## config.mk

```make
export PLATFORM = sky130hd
export DESIGN_NAME = ir_scan_ctrl
export DESIGN_NICKNAME = d
export VERILOG_FILES = /design/src/rtl/ir_scan_ctrl.sv
export SDC_FILE = /design/constraint.sdc
export NUM_CORES = 1
export LEC_CHECK = 0
export BUFFER_PORTS_ARGS = -buffer_cell sky130_fd_sc_hd__buf_2
export CAP_MARGIN = 20
export CORE_ASPECT_RATIO = 1.4
export CORE_MARGIN = 3
export CORE_UTILIZATION = 50
export CTS_CLUSTER_DIAMETER = 40
export DETAILED_ROUTE_END_ITERATION = 8
export PLACE_DENSITY = 0.77
export SETUP_SLACK_MARGIN = 0.3
export SYNTH_ARGS = -nofsm -noshare
export SYNTH_HDL_FRONTEND = slang
export SYNTH_SLANG_ARGS = --single-unit
```

## constraint.sdc

```tcl
create_clock -name clk -period 2.8 [get_ports clk]
set_clock_uncertainty 0.05 [all_clocks]
set_input_delay 0.28 -clock clk [delete_from_list [all_inputs] [get_ports clk]]
set_output_delay 0.28 -clock clk [all_outputs]
set_load 0.05 [all_outputs]
```

## src/rtl/ir_scan_ctrl.sv

```systemverilog
// ir_scan_ctrl: round-robin RC-decay IR sensor scanner with a valid/ready result port.
// Define IR_CAL_EN to add baseline capture (cal_req) and per-channel hit flags.
module ir_scan_ctrl #(
    parameter int NUM_CH     = 4,
    parameter int CHARGE_CYC = 64,
    parameter int CNT_W      = 16,
    parameter int TIMEOUT    = 50000,
    parameter int CAL_TOL    = 6
) (
    input  logic                      clk,
    input  logic                      rst_n,
    input  logic                      run,
    input  logic [NUM_CH-1:0]         sig_in,
    output logic [NUM_CH-1:0]         sig_oe,
    output logic [NUM_CH-1:0]         sig_drive,
    output logic                      res_valid,
    input  logic                      res_ready,
    output logic [$clog2(NUM_CH)-1:0] res_ch,
    output logic [CNT_W-1:0]          res_data,
    output logic                      res_timeout,
`ifdef IR_CAL_EN
    input  logic                      cal_req,
    output logic [NUM_CH-1:0]         hit,
`endif
    output logic                      busy
);

    localparam int CH_W = $clog2(NUM_CH);
    localparam int TM_W = (CHARGE_CYC > 1) ? $clog2(CHARGE_CYC) : 1;

    localparam logic [TM_W-1:0]   TM_LAST = TM_W'(CHARGE_CYC - 1);
    localparam logic [CNT_W-1:0]  CNT_MAX = CNT_W'(TIMEOUT);
    localparam logic [CH_W-1:0]   CH_LAST = CH_W'(NUM_CH - 1);
    localparam logic [NUM_CH-1:0] ONE     = NUM_CH'(1);

    if (NUM_CH < 2 || NUM_CH > 8 || CHARGE_CYC < 1 ||
        TIMEOUT >= 2**CNT_W || CAL_TOL < 0) begin : g_bad_params
        $error("ir_scan_ctrl: illegal parameter set");
    end

    typedef enum logic [1:0] {
        IDLE,
        CHARGE,
        MEASURE,
        REPORT
    } state_t;

    state_t            state;
    logic [CH_W-1:0]   ch;
    logic [CH_W-1:0]   ch_nxt;
    logic [TM_W-1:0]   tmr;
    logic [CNT_W-1:0]  cnt;
    logic [NUM_CH-1:0] sync1;
    logic [NUM_CH-1:0] sync2;
    logic              last_ch;
    logic              hs;
    logic              go_on;

    // Pins are asynchronous to clk; the 2-cycle lag is part of every count.
    always_ff @(posedge clk or negedge rst_n) begin
        if (!rst_n) begin
            sync1 <= '0;
            sync2 <= '0;
        end else begin
            sync1 <= sig_in;
            sync2 <= sync1;
        end
    end

    assign last_ch = (ch == CH_LAST);
    assign ch_nxt  = last_ch ? '0 : ch + 1'b1;
    assign hs      = (state == REPORT) && res_ready;
    assign go_on   = !last_ch || run;

    always_ff @(posedge clk or negedge rst_n) begin
        if (!rst_n) begin
            state       <= IDLE;
            ch          <= '0;
            tmr         <= '0;
            cnt         <= '0;
            sig_oe      <= '0;
            sig_drive   <= '0;
            res_valid   <= 1'b0;
            res_ch      <= '0;
            res_data    <= '0;
            res_timeout <= 1'b0;
            busy        <= 1'b0;
        end else begin
            unique case (state)
                IDLE: begin
                    if (run) begin
                        state     <= CHARGE;
                        ch        <= '0;
                        tmr       <= '0;
                        sig_oe    <= ONE;
                        sig_drive <= ONE;
                        busy      <= 1'b1;
                    end
                end
                CHARGE: begin
                    if (tmr == TM_LAST) begin
                        state     <= MEASURE;
                        sig_oe    <= '0;
                        sig_drive <= '0;
                        cnt       <= '0;
                    end else begin
                        tmr <= tmr + 1'b1;
                    end
                end
                MEASURE: begin
                    if (!sync2[ch]) begin
                        state       <= REPORT;
                        res_valid   <= 1'b1;
                        res_ch      <= ch;
                        res_data    <= cnt;
                        res_timeout <= 1'b0;
                    end else if (cnt == CNT_MAX) begin
                        state       <= REPORT;
                        res_valid   <= 1'b1;
                        res_ch      <= ch;
                        res_data    <= CNT_MAX;
                        res_timeout <= 1'b1;
                    end else begin
                        cnt <= cnt + 1'b1;
                    end
                end
                REPORT: begin
                    // run only matters once the last channel has been taken
                    if (res_ready) begin
                        res_valid <= 1'b0;
                        if (go_on) begin
                            state     <= CHARGE;
                            ch        <= ch_nxt;
                            tmr       <= '0;
                            sig_oe    <= ONE << ch_nxt;
                            sig_drive <= ONE << ch_nxt;
                        end else begin
                            state <= IDLE;
                            ch    <= '0;
                            busy  <= 1'b0;
                        end
                    end
                end
                default: begin
                    state <= IDLE;
                end
            endcase
        end
    end

`ifdef IR_CAL_EN
    localparam logic [CNT_W:0] TOL = (CNT_W + 1)'(CAL_TOL);

    logic             cal_arm;
    logic             ch0_entry;
    logic [CNT_W-1:0] base [NUM_CH];
    logic [CNT_W:0]   cur_w;
    logic [CNT_W:0]   base_w;
    logic [CNT_W:0]   diff;

    assign ch0_entry = ((state == IDLE) && run) || (hs && last_ch && run);
    assign cur_w     = {1'b0, res_data};
    assign base_w    = {1'b0, base[res_ch]};
    assign diff      = (cur_w >= base_w) ? cur_w - base_w : base_w - cur_w;

    always_ff @(posedge clk or negedge rst_n) begin
        if (!rst_n) begin
            cal_arm <= 1'b0;
            hit     <= '0;
            for (int i = 0; i < NUM_CH; i++) begin
                base[i] <= '0;
            end
        end else begin
            if (ch0_entry) begin
                cal_arm <= cal_req;
            end
            if (hs) begin
                if (cal_arm) begin
                    base[res_ch] <= res_data;
                    hit[res_ch]  <= 1'b0;
                end else begin
                    hit[res_ch] <= (diff <= TOL) && !res_timeout;
                end
            end
        end
    end
`endif

endmodule
```

==> key figures <==
Die
  • Core area: 5610 um^2
  • Number of I/O pins: 37
  • Row count: 32
  • Starting density of the core: 52.4%
  • Die span in x: 70.8 um
  • Die H: 96.7 um
  • Die ar.: 6840 um^2

STA
  • Period Utilization, post-route: 84.2%
  • RSZ-0062 raised after global routing: yes
  • Relative slew slack: 62.9%
  • Setup TNS: 0 ns
  • Slew Viols, Final: 0
  • Worst Slack Setup Final: 0.443 ns
  • Final Hold Fails: 0
  • Setup violators final: 0
  • Final min period: 2.36 ns
  • Fmax: 424 MHz
  • Slew @ Worst Pin: 0.557 ns

Synthesis
  • Synth area leader: dfrtp_1
  • Synth Net Count: 313
  • Ys Warns: 0
  • Post-synth EDFFs: 0
  • Syn Area/Cell: 10.1 um^2
  • Synth area leaders: dfrtp_1, ha_1, o21ai_0
  • Syn Inst Count: 292
  • Share of flip-flops with an asynchronous set or reset: 100%
  • Synth Register Bits: 59
  • Ys flop type: dfrtp_1
  • Top cell type's share of synthesized area: 50.3%
  • Register area share after synthesis: 50.3%
  • Yosys cell types: 50
  • Mapped cell area: 2940 um^2

Place
  • GPL Wtd Cong: 0.994
  • Port bufs: 36
  • DP Worst Slack: 0.400 ns
  • Dpl hpwl: 4.96 mm

Global routing
  • GRT overflow: 0
  • GR Util met1: 27.6%
  • Initial antenna violation count: 0
  • GR Util met2: 36.5%
  • Number of global-route vias before repair: 2552
  • Routing usage on met3: 4.89%
  • GRT busiest layer: met2
  • First-pass GRT wire length: 12.2 mm
  • Largest net degree at the start of global routing: 46
  • Total Routing Usage GR: 22.3%

Layout
  • Fill cell count: 483
  • Net count, final: 363
  • # diodes: 0
  • Share of post-route cells with drive strength above 1: 20.8%
  • Synthesis-to-finish area growth: 17.9%

Clocking
  • H-tree depth: 3
  • # Post-CTS Setup Buffers: 0
  • Clock Pin Slew Worst Setup and Hold Paths: 0.07 ns
  • Clock Latency Late Sink: 0.35 ns
  • TritonCTS clock tree: built
  • Cts bufs inserted: 9
  • Clock buffer depth: 2
  • Clock sink count: 59
  • Root buffer cell: clkbuf_8

Detailed routing
  • DRC: 0
  • Final ANT Viol Nets: 0
  • Final wirelength: 7.02 mm
  • Avg WL per Cell: 17.0 um
  • Initial DRC Count: 241
  • Via count: 2502
  • Vias per inst: 6.04
  • Drt first pass iters: 5

Run status
  • Status: completed

Min path
  • Hold Startpoint: res_ready
  • HP Class: in2reg

Power
  • Cell Pwr Density: 1010 nW/um^2
  • Pleak: 1.66 nW
  • Total Power: 3.49 mW
  • Max VDD drop: 721 uV

Critical path
  • WP data required: 2.98 ns
  • Crit path launch type: flop
  • R2R Path Start: cnt[11]$_DFFE_PN0P_
  • Worst Setup SP: cnt[11]$_DFFE_PN0P_
  • Crit path DAT: 2.54 ns
  • CP Max Fanout: 10
  • Setup CP Type: reg2reg
  • CP Capture Type: flop

Flow run
  • Max Cap Viol: 0
[path summary, 6_finish.rpt]
check	endpoint	slack, ns	depth (start not counted)
max in group asynchronous	res_valid$_DFFE_PN0P_	1.50	3
worst max-delay path	cnt[13]$_DFFE_PN0P_	0.44	6
min in group asynchronous	cnt[8]$_DFFE_PN0P_	0.33	2
worst min register to register	sync2[0]$_DFF_PN0_	0.30	0
worst max register to register	cnt[13]$_DFFE_PN0P_	0.44	6
worst min-delay path	res_valid$_DFFE_PN0P_	0.22	4
[kinds of logic (layout without fill, tap and decap cells)]
kind of cell	count (synthesis)	count (layout)	synth area share [%]
AND/OR/NAND/NOR	96	96	18.0
AO/OA/AOI/OAI	91	91	19.5
flip-flops	59	59	50.3
buffers and inverters	28	82	4.51
adder cells (fa/ha/maj)	13	13	5.54
multiplexers	4	4	1.87
XOR/XNOR	1	1	0.298
[cell usage after synthesis, types with 6 or more instances]
cell type  count
a31oi_1        6
nor3_1         7
nand3_1        9
nand2_1       22
dfrtp_1       59
o21ai_0       32
clkbuf_1       7
a21oi_1       19
inv_1         13
nand4_1        9
ha_1          13
nor2_1        16
a22o_1        10
and3_1        10
[critical path, cell delays in order, from the launching register on]
cell,delay [ns]
dfrtp_1,0.48
or4_1,0.58
nor4_4,0.43
nor4_2,0.09
buf_4,0.19
and3_1,0.17
a211o_1,0.26
[metrics by stage]
step / hold slack (ns) / cells / utilization [%] / cell area, um^2
floorplan: -0.0656 / 292 / - / 2940
global placement: 0.158 / 393 / 57.2 / 3210
detailed placement: 0.163 / 393 / 57.2 / 3210
CTS: 0.203 / 413 / 61.5 / 3450
global route: 0.252 / 414 / 61.8 / 3460
finish: 0.218 / 414 / 61.8 / 3460
[what timing repair did]
action | CTS | global route
hold endpoints to repair | 18 | 0
setup endpoints to repair | 0 | 20
resized for setup | 0 | 2
hold buffers | 5 | 0
[cells in the final DEF, fill, tap and decap left out, drive strengths merged, types with 4 or more instances in the layout]
cell type and instances:
o21ai 33, dlygate4sd3 5, a31oi 6, nor2 16, nand4 9, inv 14, dfrtp 59, nor3 7
buf 48, and3 10, nor4 4, a22o 10, nand3 9, ha 13, o31ai 4, a21oi 19
clkinv 4, clkbuf 10, nand2 22, a21o 4
[layout make-up]
class | count | area [um^2] | area share, %
Sequential cell | 59 | 1480 | 42.6
Inverter | 14 | 55.1 | 1.59
Clock buffer | 10 | 138 | 3.97
Tap cell | 68 | 85.1 | 2.46
Clock inverter | 5 | 53.8 | 1.55
Multi-Input combinational cell | 205 | 1340 | 38.5
Timing Repair Buffer | 53 | 320 | 9.25
[state kept, by name, indices dropped and copies added, names as in the netlist, 2 cells and up]
signal and count:
ch 2, res_ch 2, res_data 16, cnt 16, sync1 4, state 2, sync2 4, sig_drive 4
tmr 6
[per-layer routing]
layer  up-vias  routed length, um
met5         -                  0
met4         0                193
met3        23                375
met2       100               3580
met1      1205               2870
li1       1174                  -
[power breakdown]
group	leakage (nW)	switching [mW]	internal (mW)	total [mW]
Clock	0.102	0.349	0.427	0.776
Sequential	0.772	0.126	1.01	1.14
Combinational	0.789	1.11	0.467	1.57
Total	1.66	1.58	1.91	3.49
No activity file was read; power rests on OpenSTA's default activity.
